### src/rtl/tm_asm_rand.sv
// CADU builder: buffers RS codeblock bytes, prefixes each codeblock with the ASM and
// randomizes data bytes when TM_RAND_EN is defined (pass-through otherwise).
module tm_asm_rand #(
   parameter int          CBLEN   = 255,
   parameter int          FIFO_AW = 4,
   parameter logic [31:0] ASM     = 32'h1ACFFC1D
) (
   input  logic       CLK,
   input  logic       NGRST,
   input  logic       CLKEN,
   input  logic       CLR,
   input  logic [7:0] DIN,
   input  logic       DIN_VLD,
   output logic [7:0] DOUT,
   output logic       DVALID,
   input  logic       DREADY,
   output logic       FSTART,
   output logic       OVF
);
   localparam int DEPTH = 1 << FIFO_AW;
   localparam int CW    = 10;

   typedef enum logic [1:0] {
      S_IDLE = 2'd0,
      S_ASM  = 2'd1,
      S_DATA = 2'd2
   } state_t;

   state_t           state_q, state_d;
   logic [CW-1:0]    cnt_q, cnt_d;
   logic [1:0]       asm_idx_q, asm_idx_d;
   logic [FIFO_AW:0] wptr_q, wptr_d, rptr_q, rptr_d;
   logic [7:0]       dout_q, dout_d;
   logic             dvalid_q, dvalid_d;
   logic             fstart_q, fstart_d;
   logic             ovf_q, ovf_d;
   logic [7:0]       mem_q [DEPTH];

   logic             full_s, empty_s, out_free_s, wr_req_s, push_s, pop_s;
   logic [7:0]       rd_byte_s, rand_s;

   function automatic logic [7:0] asm_byte(input logic [1:0] idx);
      case (idx)
         2'd0:    return ASM[31:24];
         2'd1:    return ASM[23:16];
         2'd2:    return ASM[15:8];
         2'd3:    return ASM[7:0];
         default: return 8'h00;
      endcase
   endfunction

   // Extra pointer MSB distinguishes full from empty when the address bits match
   assign full_s     = (wptr_q[FIFO_AW] != rptr_q[FIFO_AW]) &&
                       (wptr_q[FIFO_AW-1:0] == rptr_q[FIFO_AW-1:0]);
   assign empty_s    = (wptr_q == rptr_q);
   assign out_free_s = !dvalid_q || DREADY;
   assign wr_req_s   = CLKEN && DIN_VLD;
   assign push_s     = wr_req_s && (!full_s || pop_s);
   assign rd_byte_s  = mem_q[rptr_q[FIFO_AW-1:0]];

`ifdef TM_RAND_EN
   logic [7:0] lfsr_q, lfsr_d;

   // Holds the next 8 sequence bits, oldest in bit 7; steps h(x)=x^8+x^7+x^5+x^3+1 by a byte
   function automatic logic [7:0] lfsr_next8(input logic [7:0] s);
      logic [15:0] b;
      logic [7:0]  r;
      b = 16'h0000;
      r = 8'h00;
      for (int i = 0; i < 8; i++) b[i] = s[7-i];
      for (int i = 8; i < 16; i++) b[i] = b[i-1] ^ b[i-3] ^ b[i-5] ^ b[i-8];
      for (int i = 0; i < 8; i++) r[7-i] = b[i+8];
      return r;
   endfunction

   // Randomizer next state
   always_comb begin
      lfsr_d = lfsr_q;
      if (CLR) begin
         lfsr_d = 8'hFF;
      end else if (state_q == S_IDLE && out_free_s && !empty_s) begin
         lfsr_d = 8'hFF;
      end else if (pop_s) begin
         lfsr_d = lfsr_next8(lfsr_q);
      end else begin
         lfsr_d = lfsr_q;
      end
   end

   // Randomizer register
   always_ff @(posedge CLK or negedge NGRST) begin
      if (!NGRST) lfsr_q <= 8'hFF;
      else        lfsr_q <= lfsr_d;
   end

   assign rand_s = lfsr_q;
`else
   assign rand_s = 8'h00;
`endif

   // Read-side FSM and output register next state; registers only move when the slot is free
   always_comb begin
      state_d   = state_q;
      cnt_d     = cnt_q;
      asm_idx_d = asm_idx_q;
      dout_d    = dout_q;
      dvalid_d  = dvalid_q;
      fstart_d  = fstart_q;
      pop_s     = 1'b0;
      if (CLR) begin
         state_d   = S_IDLE;
         cnt_d     = {CW{1'b0}};
         asm_idx_d = 2'd0;
         dout_d    = 8'h00;
         dvalid_d  = 1'b0;
         fstart_d  = 1'b0;
      end else if (out_free_s) begin
         case (state_q)
            S_IDLE: begin
               if (!empty_s) begin
                  dout_d    = asm_byte(2'd0);
                  dvalid_d  = 1'b1;
                  fstart_d  = 1'b1;
                  asm_idx_d = 2'd1;
                  cnt_d     = {CW{1'b0}};
                  state_d   = S_ASM;
               end else begin
                  dvalid_d = 1'b0;
                  fstart_d = 1'b0;
               end
            end
            S_ASM: begin
               dout_d    = asm_byte(asm_idx_q);
               dvalid_d  = 1'b1;
               fstart_d  = 1'b0;
               asm_idx_d = asm_idx_q + 2'd1;
               if (asm_idx_q == 2'd3) state_d = S_DATA;
               else                   state_d = S_ASM;
            end
            S_DATA: begin
               if (!empty_s) begin
                  pop_s    = 1'b1;
                  dout_d   = rd_byte_s ^ rand_s;
                  dvalid_d = 1'b1;
                  fstart_d = 1'b0;
                  if (cnt_q == CW'(CBLEN - 1)) begin
                     cnt_d   = {CW{1'b0}};
                     state_d = S_IDLE;
                  end else begin
                     cnt_d   = cnt_q + CW'(1);
                     state_d = S_DATA;
                  end
               end else begin
                  dvalid_d = 1'b0;
                  fstart_d = 1'b0;
               end
            end
            default: begin
               state_d  = S_IDLE;
               dvalid_d = 1'b0;
               fstart_d = 1'b0;
            end
         endcase
      end else begin
         state_d = state_q;
      end
   end

   // FIFO pointers and sticky overflow; a same-cycle pop makes room for a push into a full FIFO
   always_comb begin
      wptr_d = wptr_q;
      rptr_d = rptr_q;
      ovf_d  = ovf_q;
      if (CLR) begin
         wptr_d = {(FIFO_AW+1){1'b0}};
         rptr_d = {(FIFO_AW+1){1'b0}};
         ovf_d  = 1'b0;
      end else begin
         wptr_d = wptr_q + {{FIFO_AW{1'b0}}, push_s};
         rptr_d = rptr_q + {{FIFO_AW{1'b0}}, pop_s};
         ovf_d  = ovf_q | (wr_req_s & full_s & ~pop_s);
      end
   end

   // FIFO storage
   always_ff @(posedge CLK) begin
      if (push_s) mem_q[wptr_q[FIFO_AW-1:0]] <= DIN;
   end

   // State, pointer and output registers
   always_ff @(posedge CLK or negedge NGRST) begin
      if (!NGRST) begin
         state_q   <= S_IDLE;
         cnt_q     <= {CW{1'b0}};
         asm_idx_q <= 2'd0;
         wptr_q    <= {(FIFO_AW+1){1'b0}};
         rptr_q    <= {(FIFO_AW+1){1'b0}};
         dout_q    <= 8'h00;
         dvalid_q  <= 1'b0;
         fstart_q  <= 1'b0;
         ovf_q     <= 1'b0;
      end else begin
         state_q   <= state_d;
         cnt_q     <= cnt_d;
         asm_idx_q <= asm_idx_d;
         wptr_q    <= wptr_d;
         rptr_q    <= rptr_d;
         dout_q    <= dout_d;
         dvalid_q  <= dvalid_d;
         fstart_q  <= fstart_d;
         ovf_q     <= ovf_d;
      end
   end

   assign DOUT   = dout_q;
   assign DVALID = dvalid_q;
   assign FSTART = fstart_q;
   assign OVF    = ovf_q;

endmodule

### config.mk
export PLATFORM = sky130hd
export DESIGN_NAME = tm_asm_rand
export DESIGN_NICKNAME = d
export VERILOG_FILES = /design/src/rtl/tm_asm_rand.sv
export SDC_FILE = /design/constraint.sdc
export NUM_CORES = 1
export LEC_CHECK = 0
export CORE_MARGIN = 5
export CORE_UTILIZATION = 56
export DETAILED_ROUTE_END_ITERATION = 8
export GPL_TIMING_DRIVEN = 0
export HOLD_SLACK_MARGIN = 0.05
export PLACE_DENSITY = 0.74
export SETUP_SLACK_MARGIN = 0.1
export SLEW_MARGIN = 20
export SYNTH_ARGS = -nofsm -noshare
export SYNTH_HDL_FRONTEND = slang
export SYNTH_SLANG_ARGS = --single-unit
### constraint.sdc
create_clock -name CLK -period 3.9 [get_ports CLK]
set_input_delay 0.975 -clock CLK [delete_from_list [all_inputs] [get_ports CLK]]
set_output_delay 0.975 -clock CLK [all_outputs]
set_load 0.01 [all_outputs]
==> results of run 1 <==
## where the power goes
group          internal (mW)  total [mW]  leakage [nW]  switching [mW]
registers               1.91        1.94          1.64          0.0278
clock network           1.08        1.76         0.301           0.687
logic                  0.135       0.346         0.857           0.211
## cell families after synthesis
family | count (synthesis) | synth area share
simple gates | 113 | 0.0823
flops | 163 | 0.672
fa+ha+maj | 14 | 0.0249
compound gates | 85 | 0.0819
mux | 51 | 0.106
buf+inv | 27 | 0.0185
xor+xnor | 12 | 0.0150
## flip-flops by register name (all words and copies together), names as in the netlist
signal     count
mem_q        128
cnt_q         10
DOUT           8
rptr_q         5
wptr_q         5
asm_idx_q      2
state_q        2
DVALID         1
FSTART         1
OVF            1
## routing by layer
metal	track usage	share of wire
met1	0.298	0.42
met2	0.349	0.48
met3	0.0664	0.087
met4	0.0693	0.016
met5	0	0
## path summary, 6_finish.rpt
path	from	end	slack, ns	cells after the start
max in group asynchronous	NGRST	DOUT[0]	2.97	2
min in group CLK	cnt_q[9]	cnt_q[9]	0.50	1
hold reg to reg	cnt_q[9]	cnt_q[9]	0.50	1
setup / recovery	DREADY	mem_q[6][3]	0.31	7
setup reg to reg	state_q[0]	mem_q[6][3]	0.52	7
hold / removal	NGRST	cnt_q[5]	0.48	1
## layout make-up
| class | count | area [sq um] |
|---|---|---|
| Timing Repair Buffer | 25 | 263 |
| Inverter | 8 | 30.0 |
| Buffer | 19 | 100 |
| Clock buffer | 17 | 425 |
| Sequential cell | 163 | 4720 |
| Multi-Input combinational cell | 275 | 2200 |
| Tap cell | 172 | 215 |
| Clock inverter | 15 | 206 |
| Fill cell | 853 | 4310 |
## cells in the final DEF (no fill, tap or decap), types with 3 or more instances in the layout
cell	instances
mux4_2	16
nor3_2	4
a22oi_1	14
inv_1	7
clkbuf_16	17
a21oi_1	13
buf_2	9
mux2i_1	33
xor2_1	9
bufinv_16	4
buf_4	3
dfrtp_1	35
xnor2_1	3
nor2_1	30
nand3b_1	3
clkbuf_1	6
edfxtp_1	128
nand3_1	15
o41ai_1	3
nor2b_1	12
clkdlybuf4s50_1	23
ha_1	14
a31oi_1	11
a22o_1	6
nand4_1	5
o31ai_1	5
nand2_1	23
nand2b_1	5
and2_1	3
clkinv_4	4
clkinv_1	3
o21ai_0	20
## worst reg2reg max path: stages, from the launching register on
cell and delay (ns):
dfrtp_1 0.44, inv_1 0.11, ha_1 0.35, nor2b_1 0.33, nand2_1 0.13, a31oi_1 0.47, nand3b_1 0.25, nor2_1 0.91
==> metrics.cfg, run 1 <==
[die]
initial_utilization = 0.564
die_y_um = 122
rows = 41
boundaryPins = 25
core_sq_mm = 0.0125
die_x_um = 122
die-area_sq_mm = 0.0149

[timing]
rsz0062_at_grt = no
fin_crit_sh = 0.920
holdWs_ns = 0.482
hold_viol = 0
relSlewSlack = 0.240
skew_ns = 0.00770
tightest_slew_ns = 1.14
fin_setup_tns_ns = 0
setup_slack_ns = 0.314
fmax_ghz = 0.279
post-route-min-period_ns = 3.59
finalSetupViolations = 0
final_max_slew_viol_count = 0

[critical_path]
cp-start-kind = input port
cp_max_fo = 9
crit_family = simple AND/OR/NAND/NOR gates
cpPeakStageDelay_ns = 0.91
cp.buffers_inverters = 2
crit_chain = clkdlybuf4s50_1 > nand2b_1 > clkbuf_1 > nand2_1 > a31oi_1 > nand3b_1 > nor2_1
endpoint_kind = flop
crit_arrival_ns = 3.63
worstPathRequired_ns = 3.94
slowest_stage = nor2_1
crit_type = input port to flop

[route]
num_vias = 4275
first_pass_iters = 5
wl_per_cell_um = 22.4
route.detailed.drc = 0
first_iter_violations = 460
finalWirelength_mm = 15.5
drtAntennaViolNets = 0
viasPerCell = 6.16

[synth]
synth.area.top_cells = edfxtp_1 (55%), dfrtp_1 (12%), mux4_2 (5.1%)
ys_top_cells_by_count = edfxtp_1 (128), dfrtp_1 (35), mux2i_1 (33), nor2_1 (30), nand2_1 (23)
synth_most_common_cell = edfxtp_1
async_reset_ff_frac = 0.215
syn-cell-area_sq_mm = 0.00703
synth_ff_type = edfxtp_1
synth-seq-area-share = 0.672
yosysWarnings = 0
synth-seq-cells = 163
yosysTopAreaCellShare = 0.547
synth_edf_count = 128
postSynthCellCount = 465
synth_area_per_cell_sq_um = 15.1
synth.net_count = 493
yosysTopAreaCell = edfxtp_1
synth_cell_types = 51

[layout]
final_core_util = 0.654
drive_above_1_share = 0.136
syn_to_final_growth_pct = 16.1
fin_cells = 694
num_antenna_cells = 0
layout.nets = 537
stdcell_area_sq_mm = 0.00816

[global_route]
grt_max_degree = 20
antenna_found_initial = 0
grt-ovfl-total = 0
grt_pass1_wl_mm = 23.7
grt_pass1_vias = 4241
grt_use_total = 0.221

[clock_tree]
cts.sinks = 163
cts_tree = yes
path_clk_slew_ns = 0.06
cts_max_level = 4
cts_made_buffers = 17
cts_root_buf = clkbuf_16
postCtsSetupRepairBufs = 0
clock_path_buffers = 2
clk_latency_ns = 0.43
hold_buffers = 0
cts_resized = 0

[run]
cap_viol_max_count = 0

[power_and_ir_drop]
p_leak_nw = 2.79
power_density_mw_per_mm2 = 496
vdd_drop_max_v = 0.000417
power_mw = 4.05

[placement]
dp.final_hpwl_mm = 10.4
place_area_sq_mm = 0.00752
portBuffers = 24
placed_cells = 662
pre_cts_slack_ns = -0.0539
place_congestion = 0.891

[status]
status = complete, no violations

[hold_path]
hp-class = input port to asynchronous set/reset pin

No activity file was read; power rests on OpenSTA's default activity.
==> run 2, diff against run 1 <==
--- a/config.mk
+++ b/config.mk
@@ -16,3 +16,4 @@
 export SYNTH_ARGS = -nofsm -noshare
 export SYNTH_HDL_FRONTEND = slang
 export SYNTH_SLANG_ARGS = --single-unit
+export TNS_END_PERCENT = 100
==> results of run 2 <==
Final layout, timing and power as in run 1 (identical DEF).
==> run 3, diff against run 2 <==
--- a/config.mk
+++ b/config.mk
@@ -5,12 +5,13 @@
 export SDC_FILE = /design/constraint.sdc
 export NUM_CORES = 1
 export LEC_CHECK = 0
+export CORE_ASPECT_RATIO = 2
 export CORE_MARGIN = 5
-export CORE_UTILIZATION = 56
+export CORE_UTILIZATION = 61
 export DETAILED_ROUTE_END_ITERATION = 8
 export GPL_TIMING_DRIVEN = 0
 export HOLD_SLACK_MARGIN = 0.05
-export PLACE_DENSITY = 0.74
+export PLACE_DENSITY = 0.8
 export SETUP_SLACK_MARGIN = 0.1
 export SLEW_MARGIN = 20
 export SYNTH_ARGS = -nofsm -noshare
==> constraint.sdc (replaced) <==
create_clock -name CLK -period 3.6 [get_ports CLK]
set_input_delay 0.9 -clock CLK [delete_from_list [all_inputs] [get_ports CLK]]
set_output_delay 0.9 -clock CLK [all_outputs]
set_load 0.01 [all_outputs]
==> metrics.cfg, run 3 (synthesized netlist as in run 1, its figures left out) <==
[status]
status = complete, no violations

[layout]
largest_reg_flops = 128
layout_commonest_cell = edfxtp_1
stdcell_area_sq_mm = 0.00808
layout.nets = 539
syn_to_final_growth_pct = 15.0
num_antenna_cells = 0
final_cell_mix = edfxtp_1 (128), dfrtp_1 (35), mux2i_1 (33), nor2_1 (25)
drive_above_1_share = 0.151

[timing]
holdWs_ns = 0.308
fin_crit_sh = 0.962
rsz0062_at_grt = yes
final_max_slew_viol_count = 0
post-route-min-period_ns = 3.46
fmax_ghz = 0.289
finalSetupViolations = 0
fin_setup_tns_ns = 0
hold_viol = 0
tightest_slew_ns = 0.951
skew_ns = 0.00883
relSlewSlack = 0.363

[clock_tree]
clock_path_buffers = 2
cts_tree = yes
cts_made_buffers = 17
postCtsSetupRepairBufs = 0
path_clk_slew_ns = 0.07
hold_buffers = 0
cts_root_buf = clkbuf_16
cts_max_level = 4
cts.sinks = 163
clk_latency_ns = 0.43

[route]
wl_per_cell_um = 24.2
route.detailed.drc = 0
finalWirelength_mm = 16.1
num_vias = 4289
viasPerCell = 6.44
first_pass_iters = 6
first_iter_violations = 322
drtAntennaViolNets = 0

[global_route]
antenna_found_initial = 0
grt_use_total = 0.245
grt_max_degree = 30
grt-ovfl-total = 0
grt_pass1_wl_mm = 24.8
grt_pass1_vias = 4461

[critical_path]
crit_family = simple AND/OR/NAND/NOR gates
slowest_stage = nor2_1
crit_chain = clkdlybuf4s50_1 > nand2b_1 > clkbuf_1 > nand2_1 > and3_1 > or4_1 > nor2_1
cp.buffers_inverters = 2
cp-start-kind = input port
worstPathRequired_ns = 3.65
cp_max_fo = 9
endpoint_kind = flop
crit_arrival_ns = 3.51
crit_type = input port to flop
cpPeakStageDelay_ns = 0.77

[die]
initial_utilization = 0.623
boundaryPins = 25
rows = 55
die-area_sq_mm = 0.0139
core_sq_mm = 0.0113
die_y_um = 162
die_x_um = 85.9

[power_and_ir_drop]
p_leak_nw = 2.78
power_density_mw_per_mm2 = 524
vdd_drop_max_v = 0.000455

[placement]
place_congestion = 0.887
dp.final_hpwl_mm = 11.2
place_area_sq_mm = 0.00749
portBuffers = 24

[hold_path]
hp-class = input port to asynchronous set/reset pin

[run]
cap_viol_max_count = 0

==> run 3: cell types whose count changed in the layout (fill, tap and decap cells not counted), sizes merged <==
| cell | previous run | this run |
|---|---|---|
| clkbuf | 23 | 24 |
| buf | 15 | 17 |
| inv | 10 | 15 |
| bufinv | 4 | 1 |
| clkinv | 7 | 4 |
==> run 3: per-stage QoR <==
stage	total power, mW	cells	setup WS (ns)	utilization
3_3_place_gp	2.50	631	-0.629	0.660
4_1_cts	4.24	666	0.122	0.715
6_report	4.23	666	0.136	0.716
3_5_place_dp	2.52	634	-0.251	0.664
5_1_grt	4.36	666	0.00682	0.716
2_1_floorplan	2.35	465	0.622	-
==> run 3: what timing repair did <==
action                                  CTS  global route
endpoints found under the setup margin    0            96
gates resized for setup                   0             5
endpoints found under the hold margin     0             0
==> run 3: power breakdown <==
group | internal, mW | total, mW | switching, mW
Sequential | 2.07 | 2.11 | 0.0343
Clock | 0.974 | 1.74 | 0.763
Combinational | 0.147 | 0.389 | 0.242
==> run 3: layout make-up <==
class                      instances  area, sq um
buffer                            19          100
clock buffer                      18          429
clock inverter                    14          141
fill                             727         3210
inverter                           8         30.0
multi-input combinational        275         2210
sequential                       163         4720
tap                              142          178
timing repair buffer              27          270
==> run 3: path summary, 6_finish.rpt <==
path                            start           end  slack (ns)  cells after the start
setup / recovery               DREADY  mem_q[12][0]        0.14                      7
hold / removal                  NGRST     wptr_q[1]        0.31                      1
setup reg to reg           state_q[0]  mem_q[12][0]        0.29                      7
hold reg to reg              cnt_q[9]      cnt_q[9]        0.47                      1
max in group asynchronous       NGRST      cnt_q[6]        2.88                      2
min in group CLK             cnt_q[9]      cnt_q[9]        0.47                      1
==> run 3: layer usage <==
metal,part of all wire,routed length (um),global-route usage,vias up
met1,0.34,5460,0.251,2180
li1,-,-,-,1901
met4,0.039,627,0.116,0
met2,0.58,9310,0.462,166
met5,0,0,0,-
met3,0.045,732,0.0457,42
